===== src/rtl/apb_slave_ctrl_pkg.sv =====
// Shared APB definitions: FSM state encoding, default address map and
// the address range-check helpers used by the slave controller and decoder.
package apb_slave_ctrl_pkg;

    typedef enum logic [1:0] {
        IDLE  = 2'd0,
        SETUP = 2'd1,
        WAIT  = 2'd2,
        RESP  = 2'd3
    } apb_state_t;

    // Default address map: RW registers at 0..4, RO registers at 5..7.
    localparam int APB_AWIDTH           = 4;
    localparam int APB_REGWN            = 5;
    localparam int APB_REGRN            = 3;
    localparam int APB_REGR_ADDR_OFFSET = 5;
    localparam int APB_CNT_W            = 4;

    function automatic logic in_rw_range(input int addr, input int regwn);
        return addr < regwn;
    endfunction

    function automatic logic in_ro_range(input int addr, input int regrn, input int offset);
        return (addr >= offset) && (addr < offset + regrn);
    endfunction

    // Unmapped addresses and writes into the read-only window are errors.
    function automatic logic addr_error(input int addr, input logic write,
                                        input int regwn, input int regrn, input int offset);
        logic rw_hit;
        logic ro_hit;
        rw_hit = in_rw_range(addr, regwn);
        ro_hit = in_ro_range(addr, regrn, offset);
        return (!rw_hit && !ro_hit) || (write && ro_hit);
    endfunction

    // Position of a mapped address in the one-hot select vector.
    function automatic int sel_index(input int addr, input int regwn, input int offset);
        return in_rw_range(addr, regwn) ? addr : addr - offset + regwn;
    endfunction

    function automatic logic [7:0] sat_inc8(input logic [7:0] value);
        return (value == 8'hFF) ? value : value + 8'd1;
    endfunction

endpackage


===== src/rtl/apb_slave_ctrl_if.sv =====
// APB request/response signals between a master and the slave controller.
interface apb_slave_ctrl_if #(
    parameter int AWIDTH = 4
);
    logic              PSEL;
    logic              PENABLE;
    logic              PWRITE;
    logic [AWIDTH-1:0] PADDR;
    logic              PREADY;
    logic              PSLVERR;

    modport master (
        output PSEL, PENABLE, PWRITE, PADDR,
        input  PREADY, PSLVERR
    );

    modport slave (
        input  PSEL, PENABLE, PWRITE, PADDR,
        output PREADY, PSLVERR
    );
endinterface


===== src/rtl/apb_slave_ctrl_wait_cnt.sv =====
// Loadable down-counter that times the access-phase wait states.
module apb_wait_cnt #(
    parameter int W = 4
) (
    input  logic         clk,
    input  logic         rst_n,
    input  logic         load,
    input  logic [W-1:0] load_val,
    input  logic         dec,
    output logic         zero
);
    logic [W-1:0] cnt;

    // Load takes priority; decrement stops at zero.
    // NOTE: sequential state uses <= so every flop samples pre-edge values.
    always_ff @(posedge clk or negedge rst_n) begin
        if (!rst_n) begin
            cnt <= '0;
        end else if (load) begin
            cnt <= load_val;
        end else if (dec && (cnt != '0)) begin
            cnt <= cnt - 1'b1;
        end
    end

    assign zero = (cnt == '0);
endmodule


===== src/rtl/apb_slave_ctrl.sv =====
// APB slave controller: tracks the transfer phases, inserts wait states,
// flags address/protocol errors and drives a one-hot register select.
module apb_slave_ctrl
    import apb_slave_ctrl_pkg::*;
#(
    parameter int AWIDTH           = APB_AWIDTH,
    parameter int REGWN            = APB_REGWN,
    parameter int REGRN            = APB_REGRN,
    parameter int REGR_ADDR_OFFSET = APB_REGR_ADDR_OFFSET,
    parameter int WAIT_CYCLES      = 1
) (
    input  logic                   PCLK,
    input  logic                   PRESETn,
    apb_slave_ctrl_if.slave        apb,
    output logic [REGWN+REGRN-1:0] dec_sel,
    output logic                   dec_write,
    output logic [AWIDTH-1:0]      dec_addr,
    output logic [7:0]             err_cnt
);
    localparam int NSEL = REGWN + REGRN;

    // Reject address maps that overlap or do not fit the address space.
    if ((REGR_ADDR_OFFSET < REGWN) || (REGR_ADDR_OFFSET + REGRN > 2**AWIDTH)) begin : g_bad_map
        $error("apb_slave_ctrl: RO window overlaps RW registers or exceeds address space");
    end
    if ((WAIT_CYCLES < 0) || (WAIT_CYCLES >= 2**APB_CNT_W)) begin : g_bad_wait
        $error("apb_slave_ctrl: WAIT_CYCLES out of range");
    end

    apb_state_t      state;
    logic            err;
    logic            cnt_zero;
    logic            cnt_load;
    logic            cnt_dec;
    logic            setup_req;
    logic            access_ok;
    logic            mismatch;
    logic            err_next;
    logic            new_err;
    int              sel_idx;
    logic [NSEL-1:0] sel_vec;

    assign setup_req = apb.PSEL && !apb.PENABLE;
    assign access_ok = apb.PSEL && apb.PENABLE;
    // The master must hold address and direction for the whole transfer.
    assign mismatch  = (apb.PADDR != dec_addr) || (apb.PWRITE != dec_write);
    assign err_next  = err || mismatch;
    assign new_err   = addr_error(32'(apb.PADDR), apb.PWRITE, REGWN, REGRN, REGR_ADDR_OFFSET);
    assign sel_idx   = sel_index(32'(dec_addr), REGWN, REGR_ADDR_OFFSET);

    assign cnt_load  = (state == IDLE) && setup_req;
    assign cnt_dec   = ((state == SETUP) || (state == WAIT)) && access_ok && !cnt_zero;

    // One-hot decode of the latched address.
    // NOTE: default first so no path through the block leaves sel_vec holding a value (no latch).
    always_comb begin
        sel_vec = '0;
        for (int i = 0; i < NSEL; i++) begin
            sel_vec[i] = (i == sel_idx);
        end
    end

    apb_wait_cnt #(
        .W (APB_CNT_W)
    ) u_wait_cnt (
        .clk      (PCLK),
        .rst_n    (PRESETn),
        .load     (cnt_load),
        .load_val (APB_CNT_W'(WAIT_CYCLES)),
        .dec      (cnt_dec),
        .zero     (cnt_zero)
    );

    // Transfer FSM with registered PREADY/PSLVERR/dec_sel and error counter.
    always_ff @(posedge PCLK or negedge PRESETn) begin
        if (!PRESETn) begin
            state       <= IDLE;
            err         <= 1'b0;
            apb.PREADY  <= 1'b0;
            apb.PSLVERR <= 1'b0;
            dec_sel     <= '0;
            dec_write   <= 1'b0;
            dec_addr    <= '0;
            err_cnt     <= '0;
        end else begin
            case (state)
                IDLE: begin
                    if (setup_req) begin
                        dec_addr  <= apb.PADDR;
                        dec_write <= apb.PWRITE;
                        err       <= new_err;
                        state     <= SETUP;
                    end
                end
                SETUP, WAIT: begin
                    if (!access_ok) begin
                        // Aborted transfer: no response, but it counts as an error.
                        err     <= 1'b0;
                        err_cnt <= sat_inc8(err_cnt);
                        state   <= IDLE;
                    end else begin
                        err <= err_next;
                        if (cnt_zero) begin
                            apb.PREADY  <= 1'b1;
                            apb.PSLVERR <= err_next;
                            dec_sel     <= err_next ? '0 : sel_vec;
                            if (err_next) begin
                                err_cnt <= sat_inc8(err_cnt);
                            end
                            state <= RESP;
                        end else begin
                            state <= WAIT;
                        end
                    end
                end
                RESP: begin
                    apb.PREADY  <= 1'b0;
                    apb.PSLVERR <= 1'b0;
                    dec_sel     <= '0;
                    err         <= 1'b0;
                    state       <= IDLE;
                end
                default: begin
                    state <= IDLE;
                end
            endcase
        end
    end
endmodule


===== src/flat_wrapper.sv =====
// flat-port wrapper written by rule: the top's interface ports become plain ports
module apb_slave_ctrl_flat import apb_slave_ctrl_pkg::*;
#(
    parameter int AWIDTH           = APB_AWIDTH,
    parameter int REGWN            = APB_REGWN,
    parameter int REGRN            = APB_REGRN,
    parameter int REGR_ADDR_OFFSET = APB_REGR_ADDR_OFFSET,
    parameter int WAIT_CYCLES      = 1
)
  (PCLK, PRESETn, dec_sel, dec_write, dec_addr, err_cnt, apb_PSEL, apb_PENABLE, apb_PWRITE, apb_PADDR, apb_PREADY, apb_PSLVERR);
  apb_slave_ctrl_if #(.AWIDTH(AWIDTH)) apb_i ();
  input  logic PCLK;
  input  logic PRESETn;
  output logic [REGWN+REGRN-1:0] dec_sel;
  output logic dec_write;
  output logic [AWIDTH-1:0] dec_addr;
  output logic [7:0] err_cnt;
  input wire logic [$bits(apb_i.PSEL)-1:0] apb_PSEL;
  input wire logic [$bits(apb_i.PENABLE)-1:0] apb_PENABLE;
  input wire logic [$bits(apb_i.PWRITE)-1:0] apb_PWRITE;
  input wire logic [$bits(apb_i.PADDR)-1:0] apb_PADDR;
  output wire logic [$bits(apb_i.PREADY)-1:0] apb_PREADY;
  output wire logic [$bits(apb_i.PSLVERR)-1:0] apb_PSLVERR;
  assign apb_i.PSEL = apb_PSEL;
  assign apb_i.PENABLE = apb_PENABLE;
  assign apb_i.PWRITE = apb_PWRITE;
  assign apb_i.PADDR = apb_PADDR;
  assign apb_PREADY = apb_i.PREADY;
  assign apb_PSLVERR = apb_i.PSLVERR;
  apb_slave_ctrl #(.AWIDTH(AWIDTH), .REGWN(REGWN), .REGRN(REGRN), .REGR_ADDR_OFFSET(REGR_ADDR_OFFSET), .WAIT_CYCLES(WAIT_CYCLES)) u_core (.PCLK(PCLK), .PRESETn(PRESETn), .apb(apb_i), .dec_sel(dec_sel), .dec_write(dec_write), .dec_addr(dec_addr), .err_cnt(err_cnt));
endmodule

===== config.mk =====
export PLATFORM = sky130hd
export DESIGN_NAME = apb_slave_ctrl_flat
export DESIGN_NICKNAME = d
export VERILOG_FILES = /design/src/rtl/apb_slave_ctrl_pkg.sv /design/src/rtl/apb_slave_ctrl_if.sv /design/src/rtl/apb_slave_ctrl_wait_cnt.sv /design/src/rtl/apb_slave_ctrl.sv /design/src/flat_wrapper.sv
export SDC_FILE = /design/constraint.sdc
export NUM_CORES = 1
export LEC_CHECK = 0
export ABC_CLOCK_PERIOD_IN_PS = 6700
export CAP_MARGIN = 20
export CORE_MARGIN = 10
export CORE_UTILIZATION = 55
export DETAILED_ROUTE_END_ITERATION = 7
export DONT_BUFFER_PORTS = 1
export PLACE_DENSITY = 0.67
export SLEW_MARGIN = 15
export SYNTH_ARGS = -nofsm -noshare
export SYNTH_HDL_FRONTEND = slang
export SYNTH_SLANG_ARGS = --single-unit

===== constraint.sdc =====
create_clock -name PCLK -period 6.7 [get_ports PCLK]
set_input_delay 0.67 -clock PCLK [delete_from_list [all_inputs] [get_ports PCLK]]
set_output_delay 0.67 -clock PCLK [all_outputs]
set_load 0.05 [all_outputs]

# Yosys cells after proc, flatten, opt, wreduce, memory -nomap -nowiden

Cells that the tools add are included.

Reductions and logical operators: 27
Bitwise operators: 0
Magnitude comparators: 4
Multipliers: 0
Add/sub/neg operators: 4
Mux-type cells: 24
Shift operators: 0
Eq/ne operators: 18
Divide/modulo/power cells: 0

Operators with widths:

| operator                                                           | number |
|---|---|
| equality test 4 x 32 -> 1 bit (first input constant)               | 4 |
| equality test 3 x 32 -> 1 bit (first input constant)               | 2 |
| two-way mux 8 bit                                                  | 7 |
| adder 32 x 4 -> 32 bit (second input constant)                     | 1 |
| equality test 2 x 32 -> 1 bit (first input constant)               | 1 |
| logical NOT 32 bit                                                 | 1 |
| two-way mux 32 bit                                                 | 1 |
| one-hot mux 8 bit (2 select lines)                                 | 1 |
| logical AND 1 bit                                                  | 9 |
| adder 8 x 1 -> 8 bit (second input constant)                       | 1 |
| equality test 8 bit (second input constant)                        | 1 |
| < comparator 4 x 3 -> 1 bit (second input constant)                | 2 |
| two-way mux 4 bit                                                  | 2 |
| inequality test 2 x 1 -> 1 bit (second input constant)             | 4 |
| two-way mux 1 bit                                                  | 7 |
| one-hot mux 2 bit (3 select lines)                                 | 1 |
| AND reduction 3 bit                                                | 2 |
| subtractor 4 x 3 -> 5 bit (second input constant)                  | 1 |
| equality test 2 bit (second input constant)                        | 2 |
| greater-or-equal comparator 4 x 3 -> 1 bit (second input constant) | 1 |
| logical NOT 1 bit                                                  | 4 |
| logical NOT 4 bit                                                  | 1 |
| logical OR 1 bit                                                   | 4 |
| < comparator 4 bit (second input constant)                         | 1 |
| 13 further kinds                                                   | 16 |

Bits in read-only memories: 0
Memories kept: 0
Flip-flop bits (word level): 30
Bits in writable memories: 0
Latch bits: 0

# Logic depth before layout (Yosys ltp)

Gate-level depths: netlist of run 1.

Word-level depth: 8
Mapped depth: 12

# Cells and area by module

A second synthesis of run 1 with hierarchy kept.

Cells, all modules: 148
Area, all modules: 1681.6 µm²

Modules (own cells, without submodules):

| module         | cells an instance | area an instance (µm²) | times used |
|---|---|---|---|
| apb_slave_ctrl | 121               | 1411.4                 | 1 |
| apb_wait_cnt   | 27                | 270.3                  | 1 |

# Worst setup path before layout of run 1

No wires, ideal clock.

Kind: register to register
Start: register u_core.dec_addr[0]
End: register u_core.dec_sel[0]
Arrival time: 3.798 ns
Data required time: 6.624 ns
Buffers on the path: 1
Stages on the path, launching flop included: 13
Period minus slack after synthesis: 3.875 ns
Library setup time: 0.076 ns
Slack: 2.825 ns
Path through: dfrtp_1 clkbuf_1 inv_1 ha_1 inv_1 a21oi_1 nand3_1 ha_1 or4b_4 or4_4 a211oi_4 nand3b_2 o21ai_1

Longest elaborated chain between the ends: 8
Elaborated cells between the ends (all ways): 12
Classes of those cells: add/sub: 2; order compare: 1; eq/ne: 1; mux: 5; reduce/logical: 3

RTL lines:

| element                              | RTL line                 | RTL |
|---|---|---|
| from (decl)                          | apb_slave_ctrl.sv:17     | `output logic [AWIDTH-1:0] dec_addr,` |
| from (signal assigned)               | apb_slave_ctrl.sv:89     | `dec_addr <= apb.PADDR;` |
| subtractor 4 x 3 -> 5 bit            | apb_slave_ctrl_pkg.sv:39 | `return in_rw_range(addr, regwn) ? addr : addr - offset + regwn;` |
| adder 32 x 4 -> 32 bit               | apb_slave_ctrl_pkg.sv:39 |  |
| two-way mux 32 bit                   | apb_slave_ctrl_pkg.sv:39 |  |
| logical NOT 32 bit                   | apb_slave_ctrl.sv:59     | `sel_vec[i] = (i == sel_idx);` |
| two-way mux 8 bit *                  | apb_slave_ctrl.sv:106    | `dec_sel <= err_next ? '0 : sel_vec;` |
| two-way mux 8 bit *                  | apb_slave_ctrl.sv:103    | `if (cnt_zero) begin` |
| two-way mux 8 bit *                  | apb_slave_ctrl.sv:96     | `if (!access_ok) begin` |
| one-hot mux 8 bit (2 select lines) * | apb_slave_ctrl.sv:86     | `case (state)` |
| to (signal assigned)                 | apb_slave_ctrl.sv:106    |  |
| to (decl)                            | apb_slave_ctrl.sv:15     | `output logic [REGWN+REGRN-1:0] dec_sel,` |

Every way passes the cells marked *; elsewhere a longest branch is shown, timed or not. The select of a mux whose other input is x is not followed.
A chain may end at the register's enable or synchronous reset.

# Final worst setup path of run 1

Ends and elaborated chain as after synthesis.

==> flow_metrics.tcl, run 1 <==
set metrics [dict create \
    status "finished, final reports clean" \
    yosysWarnings 0 \
    cp_cell_sequence "inv_1 -> ha_1 -> inv_1 -> a21oi_1 -> nand3_1 -> ha_1 -> or4b_4 -> or4_4 -> a211oi_4 -> nand3b_2 -> o21ai_1" \
    hold_viol 0 \
    powerDensity_nw_per_um2 541 \
    ioPinCount 32 \
    cts_resized 0 \
    wl_microns 3880 \
    grt_max_degree 31 \
    r2r_end "u_core.dec_sel[0]" \
    synthCells 195 \
    die_h_microns 77.2 \
    drtPass1Iterations 4 \
    post-route-util_pct 61.2 \
    drt-vias-per-instance 5.79 \
    area_growth_pct 5.42 \
    cts.sinks 30 \
    yosys.area.top_type "dfrtp_1" \
    fin_nets 224 \
    numPortBuffers 0 \
    peakVddDrop_mv 0.401 \
    r2r-start "u_core.dec_addr[0]" \
    instances_no_fill 243 \
    multi_input_area_sq_um 997 \
    slew_viol_final 0 \
    grt_pass1_wl_microns 6560 \
    critPathSlowestCell "dfrtp_1" \
    startpoint_type "flop" \
    timing.hold.ws_ns 0.0304 \
    path_max_fanout 12 \
    tritoncts "built" \
    power_mw 1.03 \
    hold_buffers 0 \
    netlist_top_cells_area "dfrtp_1, ha_1, nand2_1" \
    cts_made_buffers 5 \
    initial_utilization_pct 58.1 \
    r2r_slack_ns 2.49 \
    clk_transition_reported_paths_ns 0.08 \
    yosysTopAreaCellShare_pct 41.7 \
    overflow 0 \
    cp-end-kind "flop" \
    rsz0062_at_grt "false" \
    syn_area_per_cell_sq_um 9.24 \
    ys_ff_latch 30 \
    synth.distinct_cells 41 \
    dpl.hpwl_microns 3010 \
    gp_congestion 0.822 \
    setup_viol 0 \
    total_leakage_power_nw 0.828 \
    cp_slowest_stage_delay_ns 0.68 \
    fin_skew_ns 0.0100 \
    postPlaceCellArea_sq_um 1840 \
    core_sq_um 3100 \
    grt_pass1_vias 1337 \
    drive_above_1_share_pct 7.54 \
    synth_area_sq_um 1800 \
    cts_root_buf "clkbuf_4" \
    dpl.cell_count 234 \
    worst-setup-path-type "reg -> reg" \
    slew-limit-headroom_pct 44.3 \
    ys_seq_area_share_pct 41.7 \
    antennaDiodeCount 0 \
    dpl_worst_slack_ns 2.52 \
    die_area_sq_um 5970 \
    design_area_sq_um 1900 \
    wl_per_cell_microns 15.9 \
    fin_setup_tns_ns 0 \
    final_antenna_net_count 0 \
    fin_crit_sh_pct 62.8 \
    grt_use_total_pct 13.2 \
    r2r_cells 11 \
    clk-insertion-delay-late_ns 0.33 \
    fmax_mhz 238 \
    rows 20 \
    cap_viol_max_count 0 \
    tightest_slew_ns 0.836 \
    fill_cells 278 \
    vias 1406 \
    hold_path_class "in -> async" \
    antenna_found_initial 0 \
    regArea_sq_um 751 \
    drcViolationCount 0 \
    h-tree-depth 2 \
    cts.path.max_buffers 2 \
    syn-num-nets 220 \
    cp.required_ns 6.95 \
    arrival_ns 4.46 \
    drt_iter0_drc 55 \
    die_w_microns 77.2 \
    layout_min_cycle_time_ns 4.21 \
    setup_slack_ns 2.49 \
    cts_post_setup_buffers_inserted 0 \
]
## Yosys cell counts (all sizes together)
cell	instances
a211oi	1
a21o	1
a21oi	5
a31oi	2
a41oi	1
and2	1
and3	2
and4	1
buf	1
clkbuf	4
dfrtp	30
ha	16
inv	9
mux2	1
mux2i	1
nand2	36
nand3	10
nand3b	2
nand4	6
nand4b	1
nor2	7
nor2b	1
nor3	5
nor3b	2
nor4	1
o2111ai	1
o211a	1
o21a	1
o21ai	20
o221ai	1
o22a	1
o31ai	2
or2	1
or3	3
or4	1
or4b	1
xnor2	11
xor2	4
## how the worst max path moves through the flow
| stage | start | endpoint | slack (ns) | cells past startpoint |
|---|---|---|---|---|
| floorplan | u_core.dec_addr[0] | u_core.dec_sel[0] | 2.83 | 12 |
| global placement | u_core.dec_addr[0] | u_core.dec_sel[0] | 2.70 | 11 |
| detailed placement | u_core.dec_addr[0] | u_core.dec_sel[0] | 2.52 | 11 |
| CTS | u_core.dec_addr[0] | u_core.dec_sel[0] | 2.47 | 11 |
| global route | u_core.dec_addr[0] | u_core.dec_sel[5] | 2.15 | 11 |
| finish | u_core.dec_addr[0] | u_core.dec_sel[0] | 2.49 | 11 |
## cell usage in the layout (no fill, tap or decap), drive strengths merged, types with 2 or more instances in the layout
cell and count:
xnor2 11, nand3 10, o31ai 2, nand3b 2, clkbuf 5, nor3 5
dfrtp 30, or3 3, inv 9, nand2 36, xor2 4, a21oi 5
ha 16, clkinv 2, nor3b 2, nand4 6, o21ai 20, a31oi 2
and3 2, nor2 7
## cell families after synthesis
group                      count (synthesis)  share of synthesized area (%)
and+or+nand+nor                           81                           22.6
muxes                                      2                           1.18
buffers and inverters                     14                           2.99
AOI/OAI and AO/OA                         37                           13.2
DFF                                       30                           41.7
adders and majority gates                 16                           11.1
xor gates and xnor gates                  15                           7.29
## critical path: cells and delay by family, from the launching register on
family,cells,cell delay (ns)
DFF,1,0.68
adders and majority gates,2,0.63
AOI/OAI and AO/OA,3,1.14
buffers and inverters,2,0.38
and+or+nand+nor,4,1.31
## per-layer routing
layer / part of all wire, % / track usage (%)
met1: 43 / 15.3
met2: 45 / 20.3
met3: 11 / 7.34
met4: 0.36 / 3.83
met5: 0 / 0
## flip-flops by register name, summed over array words and instances (netlist names)
| signal | cells |
|---|---|
| u_core.err_cnt | 8 |
| u_core.dec_write | 1 |
| u_core.state | 2 |
| u_core.apb.PREADY | 1 |
| u_core.dec_sel | 8 |
| u_core.u_wait_cnt.cnt | 4 |
| u_core.dec_addr | 4 |
| u_core.err | 1 |
| u_core.apb.PSLVERR | 1 |
## cell type report
| class | count | area share, % |
|---|---|---|
| Clock inverter | 2 | 0.527 |
| Tap cell | 44 | 2.90 |
| Inverter | 9 | 1.78 |
| Clock buffer | 5 | 1.98 |
| Multi-Input combinational cell | 151 | 52.5 |
| Sequential cell | 30 | 39.5 |
| Timing Repair Buffer | 2 | 0.791 |
## where the power goes
| group | leakage, nW | internal, mW | switching [mW] |
|---|---|---|---|
| clock network | 0.0308 | 0.0376 | 0.0589 |
| logic | 0.413 | 0.196 | 0.268 |
| registers | 0.384 | 0.237 | 0.230 |
| total | 0.828 | 0.471 | 0.557 |
No activity file was read; power rests on OpenSTA's default activity.
==> run 2: changes to the inputs <==
--- a/config.mk
+++ b/config.mk
@@ -5,13 +5,13 @@
 export SDC_FILE = /design/constraint.sdc
 export NUM_CORES = 1
 export LEC_CHECK = 0
-export ABC_CLOCK_PERIOD_IN_PS = 6700
+export ABC_CLOCK_PERIOD_IN_PS = 3400
 export CAP_MARGIN = 20
 export CORE_MARGIN = 10
 export CORE_UTILIZATION = 55
 export DETAILED_ROUTE_END_ITERATION = 7
 export DONT_BUFFER_PORTS = 1
-export PLACE_DENSITY = 0.67
+export PLACE_DENSITY = 0.7
 export SLEW_MARGIN = 15
 export SYNTH_ARGS = -nofsm -noshare
 export SYNTH_HDL_FRONTEND = slang
==> constraint.sdc (replaced) <==
create_clock -name PCLK -period 3.4 [get_ports PCLK]
set_input_delay 0.34 -clock PCLK [delete_from_list [all_inputs] [get_ports PCLK]]
set_output_delay 0.34 -clock PCLK [all_outputs]
set_load 0.05 [all_outputs]
==> run 2 against run 1 <==
Effect of this change:
- clock-buffer cell count is 1 higher
- via count is 4.1% higher
- highest routed layer is now met3
- register-to-register slack worse by 2.3 ns
==> flow_metrics.tcl, run 2 (same netlist as run 1, synthesis figures left out) <==
set metrics [dict create \
    fin_skew_ns 0.00214 \
    peakVddDrop_mv 0.597 \
    area_growth_pct 10.7 \
    arrival_ns 3.45 \
    critPathSlowestCell "or4_4" \
    cpMostUsedCell "inv_1" \
    total_leakage_power_nw 0.859 \
    ioPinCount 32 \
    fill_cells 291 \
    antennaDiodeCount 0 \
    grt_pass1_vias 1401 \
    rsz0062_at_grt "false" \
    initial_utilization_pct 58.1 \
    final_cell_mix "nand2_1, dfrtp_1, ha_1" \
    drt_iter0_drc 82 \
    timing.hold.ws_ns 0.123 \
    gp_congestion 0.863 \
    numPortBuffers 0 \
    cap_viol_max_count 0 \
    cts_made_buffers 5 \
    path_max_fanout 6 \
    tightest_slew_ns 1.01 \
    grt_pass1_wl_microns 6640 \
    antenna_found_initial 0 \
    power_mw 2.15 \
    instances_no_fill 248 \
    cp_slowest_stage_delay_ns 0.54 \
    routed.top_layer "met3" \
    drive_above_1_share_pct 12.3 \
    core_sq_um 3100 \
    final_antenna_net_count 0 \
    fin_nets 230 \
    wl_per_cell_microns 15.6 \
    die_h_microns 77.2 \
    h-tree-depth 2 \
    fin_crit_sh_pct 94.3 \
    met1Wirelength_microns 1640 \
    drcViolationCount 0 \
    dpl_worst_slack_ns 0.114 \
    slew-limit-headroom_pct 32.3 \
    hold_path_class "in -> reg" \
    setup_slack_ns 0.193 \
    cts_root_buf "clkbuf_4" \
    final_common_cell "nand2_1" \
    regArea_sq_um 753 \
    vias 1463 \
    cp_cell_sequence "inv_1 -> ha_4 -> inv_1 -> a21oi_4 -> nand3_1 -> ha_1 -> or4b_4 -> or4_4 -> a211oi_4 -> nand3b_2 -> o21ai_1" \
    fin_setup_tns_ns 0 \
    cp.required_ns 3.64 \
    clk-insertion-delay-late_ns 0.32 \
    wl_microns 3880 \
    slew_viol_final 0 \
    cts.path.max_buffers 2 \
    drt-vias-per-instance 5.90 \
    reg_top3 "u_core.dec_sel x8, u_core.err_cnt x8" \
    wl_met2_microns 1780 \
    die_w_microns 77.2 \
    overflow 0 \
    grt_max_degree 31 \
    cp-end-kind "flop" \
    dpl.hpwl_microns 3060 \
    cts.sinks 30 \
    clk_transition_reported_paths_ns 0.08 \
    rows 20 \
    worst-setup-path-type "reg -> reg" \
    dpl.cell_count 238 \
    wl_met3_microns 457 \
    status "finished, final reports clean" \
    die_area_sq_um 5970 \
    hold_viol 0 \
    multi_input_area_sq_um 1030 \
    grt_use_total_pct 13.4 \
    fmax_mhz 312 \
    powerDensity_nw_per_um2 1080 \
    startpoint_type "flop" \
    drtPass1Iterations 4 \
    tritoncts "built" \
    layout_min_cycle_time_ns 3.21 \
    setup_viol 0 \
]
[run 2: changes by cell type in the layout (fill, tap and decap cells not counted), sizes merged]
| cell | delta |
|---|---|
| clkbuf | +1 |
| clkinv | -2 |
| a21oi | +1 |
| buf | +5 |
[run 2: timing repair]
item / in CTS / in global routing
hold endpoints to repair: 30 / 0
gates resized for setup: 0 / 2
buffers inserted: 0 / 1
endpoints found under the setup margin: 0 / 8
hold buffers: 2 / 0
[run 2: final cells by class]
cell class                 instances  share of cell area (%)
clock buffer                       6                    2.57
inverter                           9                    1.69
multi-input combinational        152                    51.8
sequential                        30                    37.8
tap                               44                    2.76
timing repair buffer               7                    3.39
[run 2: worst paths after layout]
kind / endpoint / slack [ns] / cells after the start / from
max: u_core.dec_sel[1] / 0.19 / 11 / u_core.dec_addr[1]
min: u_core.dec_write / 0.12 / 2 / apb_PWRITE
max reg2reg: u_core.dec_sel[1] / 0.19 / 11 / u_core.dec_addr[1]
min reg2reg: u_core.u_wait_cnt.cnt[0] / 0.51 / 1 / u_core.u_wait_cnt.cnt[0]
max in group asynchronous: u_core.dec_addr[1] / 2.78 / 2 / PRESETn
min in group asynchronous: u_core.err_cnt[6] / 0.45 / 2 / PRESETn
[run 2: power by group]
| group | leakage [nW] | switching (mW) | internal (mW) |
|---|---|---|---|
| combinational | 0.447 | 0.695 | 0.448 |
| clock | 0.0302 | 0.109 | 0.0930 |
| sequential | 0.382 | 0.337 | 0.471 |
[run 2: through the flow]
step	cell area, sq um	utilization [%]
after CTS	1970	63.6
after floorplan	1840	-
final	1990	64.3
after detailed placement	1890	61.0
after global routing	1990	64.3
after global placement	1890	61.0
[run 2: critical path: cells and delay by family, from the launching register on]
kind / cells / cell delay, ns
and+or+nand+nor: 4 / 1.25
adders and majority gates: 2 / 0.50
buffers and inverters: 2 / 0.27
DFF: 1 / 0.40
AOI/OAI and AO/OA: 3 / 0.71
[run 2: per-layer routing]
layer	track usage [%]	vias to the layer above
li1	-	708
met1	15.9	706
met2	20.4	49
met3	7.69	0
met4	2.74	0
met5	0	-
